$ cat config.mk
export PLATFORM = sky130hd
export DESIGN_NAME = mmio_peripheral_responder
export DESIGN_NICKNAME = d
export VERILOG_FILES = /design/src/rtl/mmio_peripheral_responder.sv
export SDC_FILE = /design/constraint.sdc
export NUM_CORES = 1
export LEC_CHECK = 0
export ABC_AREA = 1
export CAP_MARGIN = 20
export CORE_MARGIN = 5
export CORE_UTILIZATION = 45
export DETAILED_ROUTE_END_ITERATION = 12
export HOLD_SLACK_MARGIN = 0.03
export PLACE_DENSITY = 0.83
export REMOVE_ABC_BUFFERS = 1
export SETUP_SLACK_MARGIN = 0.05
export SYNTH_ARGS = -nofsm -noshare
export SYNTH_HDL_FRONTEND = slang
export SYNTH_SLANG_ARGS = --single-unit
$ cat constraint.sdc
create_clock -name clk -period 1.8 [get_ports clk]
set_clock_uncertainty 0.15 [all_clocks]
set_input_delay 0.45 -clock clk [delete_from_list [all_inputs] [get_ports clk]]
set_output_delay 0.45 -clock clk [all_outputs]
set_load 0.01 [all_outputs]
$ cat src/rtl/mmio_peripheral_responder.sv
// rtl/mmio_peripheral_responder.sv - MMIO responder for 0xFFFFFF00 region: PWM duty registers, timers, wait states
// Optional feature macro: MMIO_TIMER_EN builds the micros (E8) and millis (EC) timers.
module mmio_peripheral_responder #(
    parameter int CLK_FREQ_HZ = 12000000,
    parameter int WAIT_STATES = 1,
    parameter int PWM_DIV     = 47
) (
    input  logic        clk,
    input  logic        rst_n,
    input  logic        write_mem,
    input  logic [2:0]  funct3,
    input  logic [31:0] write_address,
    input  logic [31:0] write_data,
    input  logic [31:0] read_address,
    output logic [31:0] read_data,
    output logic        read_hit,
    output logic        mem_busy,
    output logic        led,
    output logic        red,
    output logic        green,
    output logic        blue
);

    typedef enum logic {
        S_IDLE,
        S_WAIT
    } state_t;

    localparam logic [3:0]  WS4       = 4'(WAIT_STATES);
    localparam bit          HAS_WAIT  = (WAIT_STATES != 0);
    localparam logic [15:0] PWM_LAST  = 16'(PWM_DIV);
    localparam int          US_DIV_I  = (CLK_FREQ_HZ / 1000000 > 0) ? (CLK_FREQ_HZ / 1000000) : 1;
    localparam logic [23:0] US_LAST   = 24'(US_DIV_I - 1);

    state_t      r_state;
    logic [3:0]  r_wait_cnt;
    logic [31:0] r_read_data;
    logic        r_read_hit;
    logic [31:0] r_last_raddr;
    logic        r_write_mem_d;
    logic [7:0]  r_led_duty;
    logic [7:0]  r_red_duty;
    logic [7:0]  r_green_duty;
    logic [7:0]  r_blue_duty;
    logic [15:0] r_presc;
    logic [7:0]  r_pwm_cnt;
    logic        r_led;
    logic        r_red;
    logic        r_green;
    logic        r_blue;

`ifdef MMIO_TIMER_EN
    logic [23:0] r_us_div;
    logic [9:0]  r_ms_div;
    logic [31:0] r_micros;
    logic [31:0] r_millis;
`endif

    logic        w_read_trig;
    logic        w_write_trig;
    logic        w_trig;
    logic        w_idle_trig;
    logic        w_rd_hit;
    logic        w_wr_hit;
    logic        w_wr_ok;
    logic        w_commit;
    logic [31:0] w_word;
    logic [31:0] w_shifted;
    logic [31:0] w_load;
    logic        w_unused;

    // High data bits of stores never reach the 8-bit duty registers.
    assign w_unused = ^write_data[31:8] ^ US_LAST[0];

    assign w_read_trig  = (read_address != r_last_raddr);
    assign w_write_trig = write_mem & ~r_write_mem_d;
    assign w_trig       = rst_n & (w_read_trig | w_write_trig);
    assign w_idle_trig  = (r_state == S_IDLE) & w_trig;
    assign mem_busy     = rst_n & ((r_state == S_WAIT) | (w_trig & HAS_WAIT));

    assign w_rd_hit = (read_address[31:8] == 24'hFFFFFF);
    assign w_wr_hit = (write_address[31:8] == 24'hFFFFFF);

    // Store legality: only sb/sh/sw, naturally aligned.
    always_comb begin
        w_wr_ok = 1'b0;
        case (funct3)
            3'b000:  w_wr_ok = 1'b1;
            3'b001:  w_wr_ok = ~write_address[0];
            3'b010:  w_wr_ok = (write_address[1:0] == 2'b00);
            default: w_wr_ok = 1'b0;
        endcase
    end

    // Duty registers live in lane 0 only; stores touching other lanes leave them alone.
    assign w_commit = w_idle_trig & w_write_trig & w_wr_hit & w_wr_ok
                    & (write_address[1:0] == 2'b00);

    // Word view of the register addressed by read_address.
    always_comb begin
        w_word = 32'h0;
        case (read_address[7:2])
            6'h3F:   w_word = {24'h0, r_led_duty};
            6'h3E:   w_word = {24'h0, r_red_duty};
            6'h3D:   w_word = {24'h0, r_green_duty};
            6'h3C:   w_word = {24'h0, r_blue_duty};
`ifdef MMIO_TIMER_EN
            6'h3B:   w_word = r_millis;
            6'h3A:   w_word = r_micros;
`endif
            default: w_word = 32'h0;
        endcase
    end

    assign w_shifted = w_word >> {read_address[1:0], 3'b000};

    // Lane extraction with sign/zero extension; misaligned or unknown sizes read 0.
    always_comb begin
        w_load = 32'h0;
        if (w_rd_hit) begin
            case (funct3)
                3'b000:  w_load = {{24{w_shifted[7]}}, w_shifted[7:0]};
                3'b001:  w_load = read_address[0] ? 32'h0 : {{16{w_shifted[15]}}, w_shifted[15:0]};
                3'b010:  w_load = (read_address[1:0] == 2'b00) ? w_word : 32'h0;
                3'b100:  w_load = {24'h0, w_shifted[7:0]};
                3'b101:  w_load = read_address[0] ? 32'h0 : {16'h0, w_shifted[15:0]};
                default: w_load = 32'h0;
            endcase
        end
    end

    // Access FSM: stretch each new access by WAIT_STATES cycles, then capture load data.
    always_ff @(posedge clk) begin
        if (!rst_n) begin
            r_state       <= S_IDLE;
            r_wait_cnt    <= 4'h0;
            r_read_data   <= 32'h0;
            r_read_hit    <= 1'b0;
            r_last_raddr  <= 32'h0;
            r_write_mem_d <= 1'b0;
        end else begin
            r_write_mem_d <= write_mem;
            case (r_state)
                S_IDLE: begin
                    if (w_trig) begin
                        if (HAS_WAIT) begin
                            r_wait_cnt <= WS4;
                            r_state    <= S_WAIT;
                        end else begin
                            r_read_data  <= w_load;
                            r_read_hit   <= w_rd_hit;
                            r_last_raddr <= read_address;
                        end
                    end
                end
                S_WAIT: begin
                    if (r_wait_cnt == 4'd1) begin
                        r_state      <= S_IDLE;
                        r_read_data  <= w_load;
                        r_read_hit   <= w_rd_hit;
                        r_last_raddr <= read_address;
                    end else begin
                        r_wait_cnt <= r_wait_cnt - 4'd1;
                    end
                end
                default: r_state <= S_IDLE;
            endcase
        end
    end

    // Duty register writes, committed once on the store's trigger cycle.
    always_ff @(posedge clk) begin
        if (!rst_n) begin
            r_led_duty   <= 8'h0;
            r_red_duty   <= 8'h0;
            r_green_duty <= 8'h0;
            r_blue_duty  <= 8'h0;
        end else if (w_commit) begin
            case (write_address[7:2])
                6'h3F:   r_led_duty   <= write_data[7:0];
                6'h3E:   r_red_duty   <= write_data[7:0];
                6'h3D:   r_green_duty <= write_data[7:0];
                6'h3C:   r_blue_duty  <= write_data[7:0];
                default: ;
            endcase
        end
    end

    // PWM timebase: prescaler then free-running 8-bit counter.
    always_ff @(posedge clk) begin
        if (!rst_n) begin
            r_presc   <= 16'h0;
            r_pwm_cnt <= 8'h0;
        end else if (r_presc == PWM_LAST) begin
            r_presc   <= 16'h0;
            r_pwm_cnt <= r_pwm_cnt + 8'd1;
        end else begin
            r_presc <= r_presc + 16'd1;
        end
    end

    // Registered active-low PWM outputs; duty 0 keeps the output off.
    always_ff @(posedge clk) begin
        if (!rst_n) begin
            r_led   <= 1'b1;
            r_red   <= 1'b1;
            r_green <= 1'b1;
            r_blue  <= 1'b1;
        end else begin
            r_led   <= ~(r_pwm_cnt < r_led_duty);
            r_red   <= ~(r_pwm_cnt < r_red_duty);
            r_green <= ~(r_pwm_cnt < r_green_duty);
            r_blue  <= ~(r_pwm_cnt < r_blue_duty);
        end
    end

`ifdef MMIO_TIMER_EN
    // Free-running microsecond and millisecond counters, wrapping at 2^32.
    always_ff @(posedge clk) begin
        if (!rst_n) begin
            r_us_div <= 24'h0;
            r_ms_div <= 10'h0;
            r_micros <= 32'h0;
            r_millis <= 32'h0;
        end else if (r_us_div == US_LAST) begin
            r_us_div <= 24'h0;
            r_micros <= r_micros + 32'd1;
            if (r_ms_div == 10'd999) begin
                r_ms_div <= 10'h0;
                r_millis <= r_millis + 32'd1;
            end else begin
                r_ms_div <= r_ms_div + 10'd1;
            end
        end else begin
            r_us_div <= r_us_div + 24'd1;
        end
    end
`endif

    assign read_data = r_read_data;
    assign read_hit  = r_read_hit;
    assign led       = r_led;
    assign red       = r_red;
    assign green     = r_green;
    assign blue      = r_blue;

endmodule

==> flow_metrics.env <==
export IMPL_endpoint_kind="output pin"
export IMPL_timing_final_crit_share=1.26
export IMPL_cts_sinks=108
export IMPL_cp_arrival_ns=1.67
export IMPL_ys_ff_latch=108
export IMPL_yosys_area_top_type="dfxtp_1"
export IMPL_setup_violations=63
export IMPL_slew_headroom=0.514
export IMPL_routabilityCongestion=0.904
export IMPL_grt_overflow_total=0
export IMPL_place_area_sq_um=7610
export IMPL_synth_distinct_cells=36
export IMPL_synth_edf_count=0
export IMPL_rsz0062_at_grt="true"
export IMPL_numCtsBuffers=9
export IMPL_wl_per_cell_um=16.6
export IMPL_viasPerCell=5.44
export IMPL_dr_pass1_iters=5
export IMPL_die_area_sq_um=15400
export IMPL_die_x_um=124
export IMPL_powerDensity_nw_per_um2=594
export IMPL_slew_violations=0
export IMPL_coreArea_sq_um=12700
export IMPL_syn_avg_cell_area_sq_um=7.29
export IMPL_fin_area_sq_um=8790
export IMPL_hp_class="input port to flip-flop"
export IMPL_grt_max_degree=57
export IMPL_cts_tree="done"
export IMPL_ys_async_sr_fraction=0
export IMPL_pwr_share_seq=0.479
export IMPL_grt_pass1_wl_um=27700
export IMPL_ys_flop_type="dfxtp_1"
export IMPL_swShare=0.258
export IMPL_cap_violations=0
export IMPL_final_util=0.694
export IMPL_drtIter0Drc=487
export IMPL_cp_max_fo=2
export IMPL_vias=6441
export IMPL_yosysTopAreaCellShare=0.369
export IMPL_clk_latency_ns=0.36
export IMPL_start_util=0.462
export IMPL_vdd_drop_max_uv=482
export IMPL_drive_above_1_share=0.340
export IMPL_yosysSeqAreaShare=0.369
export IMPL_setup_ws_ns=-0.470
export IMPL_antenna_found_initial=1
export IMPL_cts_hold_buf=0
export IMPL_layout_nets=1139
export IMPL_crit_required_ns=1.20
export IMPL_cts_buffer_depth=2
export IMPL_hpwl_um=12100
export IMPL_die_h_um=124
export IMPL_h_tree_depth=3
export IMPL_root_buffer="clkbuf_16"
export IMPL_clkPwrFrac=0.378
export IMPL_status="complete, but fails checks"
export IMPL_pwr_share_comb=0.142
export IMPL_hold_viol=0
export IMPL_clk_pin_slew_ns=0.07
export IMPL_critPathKind="input port to output pin"
export IMPL_cp_start_kind="input port"
export IMPL_p_switching_uw=1350
export IMPL_grt_pass1_vias=6016
export IMPL_p_int_uw=3880
export IMPL_wl_um=19700
export IMPL_synthTopCellsByArea="dfxtp_1 37%, nand2_1 8.7%, a21oi_1 7.1%, ha_1 6.8%, nor2_1 6.3%"
export IMPL_yosysWarnings=0
export IMPL_synth_cells=804
export IMPL_portBuffers=115
export IMPL_synthesis_area_sq_um=5860
export IMPL_placementRows=41
export IMPL_area_delta_synth_final_pct=50.1
export IMPL_antenna_left=0
export IMPL_period_minus_slack_ns=2.27
export IMPL_worst_pin_slew_ns=0.730
export IMPL_drc=0
export IMPL_grt_usage=0.226
export IMPL_leakagePower_uw=0.00370
export IMPL_max_freq_mhz=441
export IMPL_violations="setup timing"
export IMPL_io_pin_count=140
kinds of logic after synthesis:
group / synth area share
compound gates: 0.150
xor+xnor: 0.0463
fa+ha+maj: 0.0683
buf+inv: 0.103
flops: 0.369
simple gates: 0.263
cell usage after synthesis, types with 2 or more instances:
cell      count
a31oi_1       2
xnor2_1      24
nand2_2       3
nor3_1        6
o22ai_1      14
dfxtp_1     108
a211oi_1      4
buf_1         2
a21oi_1      83
nor4_4        4
nor2_1       98
clkbuf_1     16
buf_4        27
nand3_1      52
xor2_1        7
inv_2         2
or2_2         2
nor3_2        3
o21ai_1       7
nand2_1     136
nand4_1      18
nor4_1        3
ha_1         32
inv_1        87
o21ai_0      45
o211ai_1      3
nor2_4        4
a21boi_0      4
layer usage:
| metal | wire length, um | global-route usage | up-vias |
|---|---|---|---|
| li1 | - | - | 3046 |
| met5 | 0 | 0 | - |
| met4 | 746 | 0.116 | 0 |
| met3 | 1420 | 0.0518 | 76 |
| met1 | 7810 | 0.261 | 3043 |
| met2 | 9710 | 0.390 | 276 |
layout make-up:
cell class,instances,area (sq um)
Clock buffer,12,267
Inverter,89,337
Tap cell,172,215
Sequential cell,108,2190
Antenna cell,1,2.50
Timing Repair Buffer,235,1990
Multi-Input combinational cell,562,3760
Fill cell,907,3880
Clock inverter,4,30.0
flip-flops by register name (all words and copies together) (netlist names), 4 cells and up:
name,flops
r_blue_duty,8
r_presc,16
r_last_raddr,32
read_data,9
r_green_duty,8
r_led_duty,8
r_pwm_cnt,8
r_wait_cnt,4
r_red_duty,8
per-stage QoR:
| stage | worst slack (ns) | hold WS [ns] | total power [uW] | setup TNS (ns) | instances |
|---|---|---|---|---|---|
| CTS | -0.496 | 0.142 | 5170 | -2.11 | 1166 |
| finish | -0.470 | 0.161 | 5220 | -7.99 | 1183 |
| detailed placement | -1.17 | 0.304 | 3210 | -38.06 | 1128 |
| global placement | -1.12 | 0.298 | 3200 | -37.21 | 1128 |
| floorplan | -0.627 | 0.268 | 2810 | -33.58 | 759 |
| global route | -0.532 | 0.177 | 5400 | -10.96 | 1183 |
placed cells by master (no fill, tap or decap), drive strengths merged:
master and count:
clkbuf 36, inv 90, o22ai 14, clkdlybuf4s50 15
dlygate4sd2 68, o21ai 52, nor3 9, a211oi 4
nand2 139, or2 2, buf 126, nor3b 2
diode 1, xor2 7, a21o 1, nand4 18
a31oi 2, clkinvlp 1, nand3 53, and3 1
a21oi 83, dfxtp 108, o21a 1, o211ai 3
nor2 102, clkinv 2, nor4 8, clkdlybuf4s15 2
o21bai 1, a21boi 4, ha 32, xnor2 24
worst max-delay path: stages:
cell and delay, ns:
clkdlybuf4s50_1 0.44, xor2_1 0.18, nor2_1 0.09, nand3_1 0.11, nor2_2 0.16, a31oi_4 0.11, buf_6 0.13
final timing paths:
check | to | cells past startpoint | start | slack [ns]
min | r_write_mem_d$_SDFF_PN0_ | 3 | write_mem | 0.16
min reg2reg | r_red_duty[2]$_SDFFE_PN0P_ | 2 | r_red_duty[2]$_SDFFE_PN0P_ | 0.31
max | mem_busy | 7 | read_address[19] | -0.47
max reg2reg | read_data[5]$_SDFFE_PN0P_ | 10 | r_wait_cnt[3]$_SDFFE_PN0P_ | -0.14
power by group through the flow:
| stage | registers, uW | clock network, uW | logic (uW) |
|---|---|---|---|
| after global routing | 2510 | 2090 | 802 |
| after detailed placement | 2550 | 0 | 665 |
| after global placement | 2540 | 0 | 651 |
| final | 2500 | 1980 | 744 |
| after CTS | 2500 | 1990 | 675 |
| after floorplan | 2540 | 0 | 272 |
what timing repair did:
action	CTS	global route
pin swaps	64	67
setup endpoints to repair	109	115
setup buffers	21	18
cloned	1	0
gates resized for setup	257	150
(Power assumes the default switching activity.)
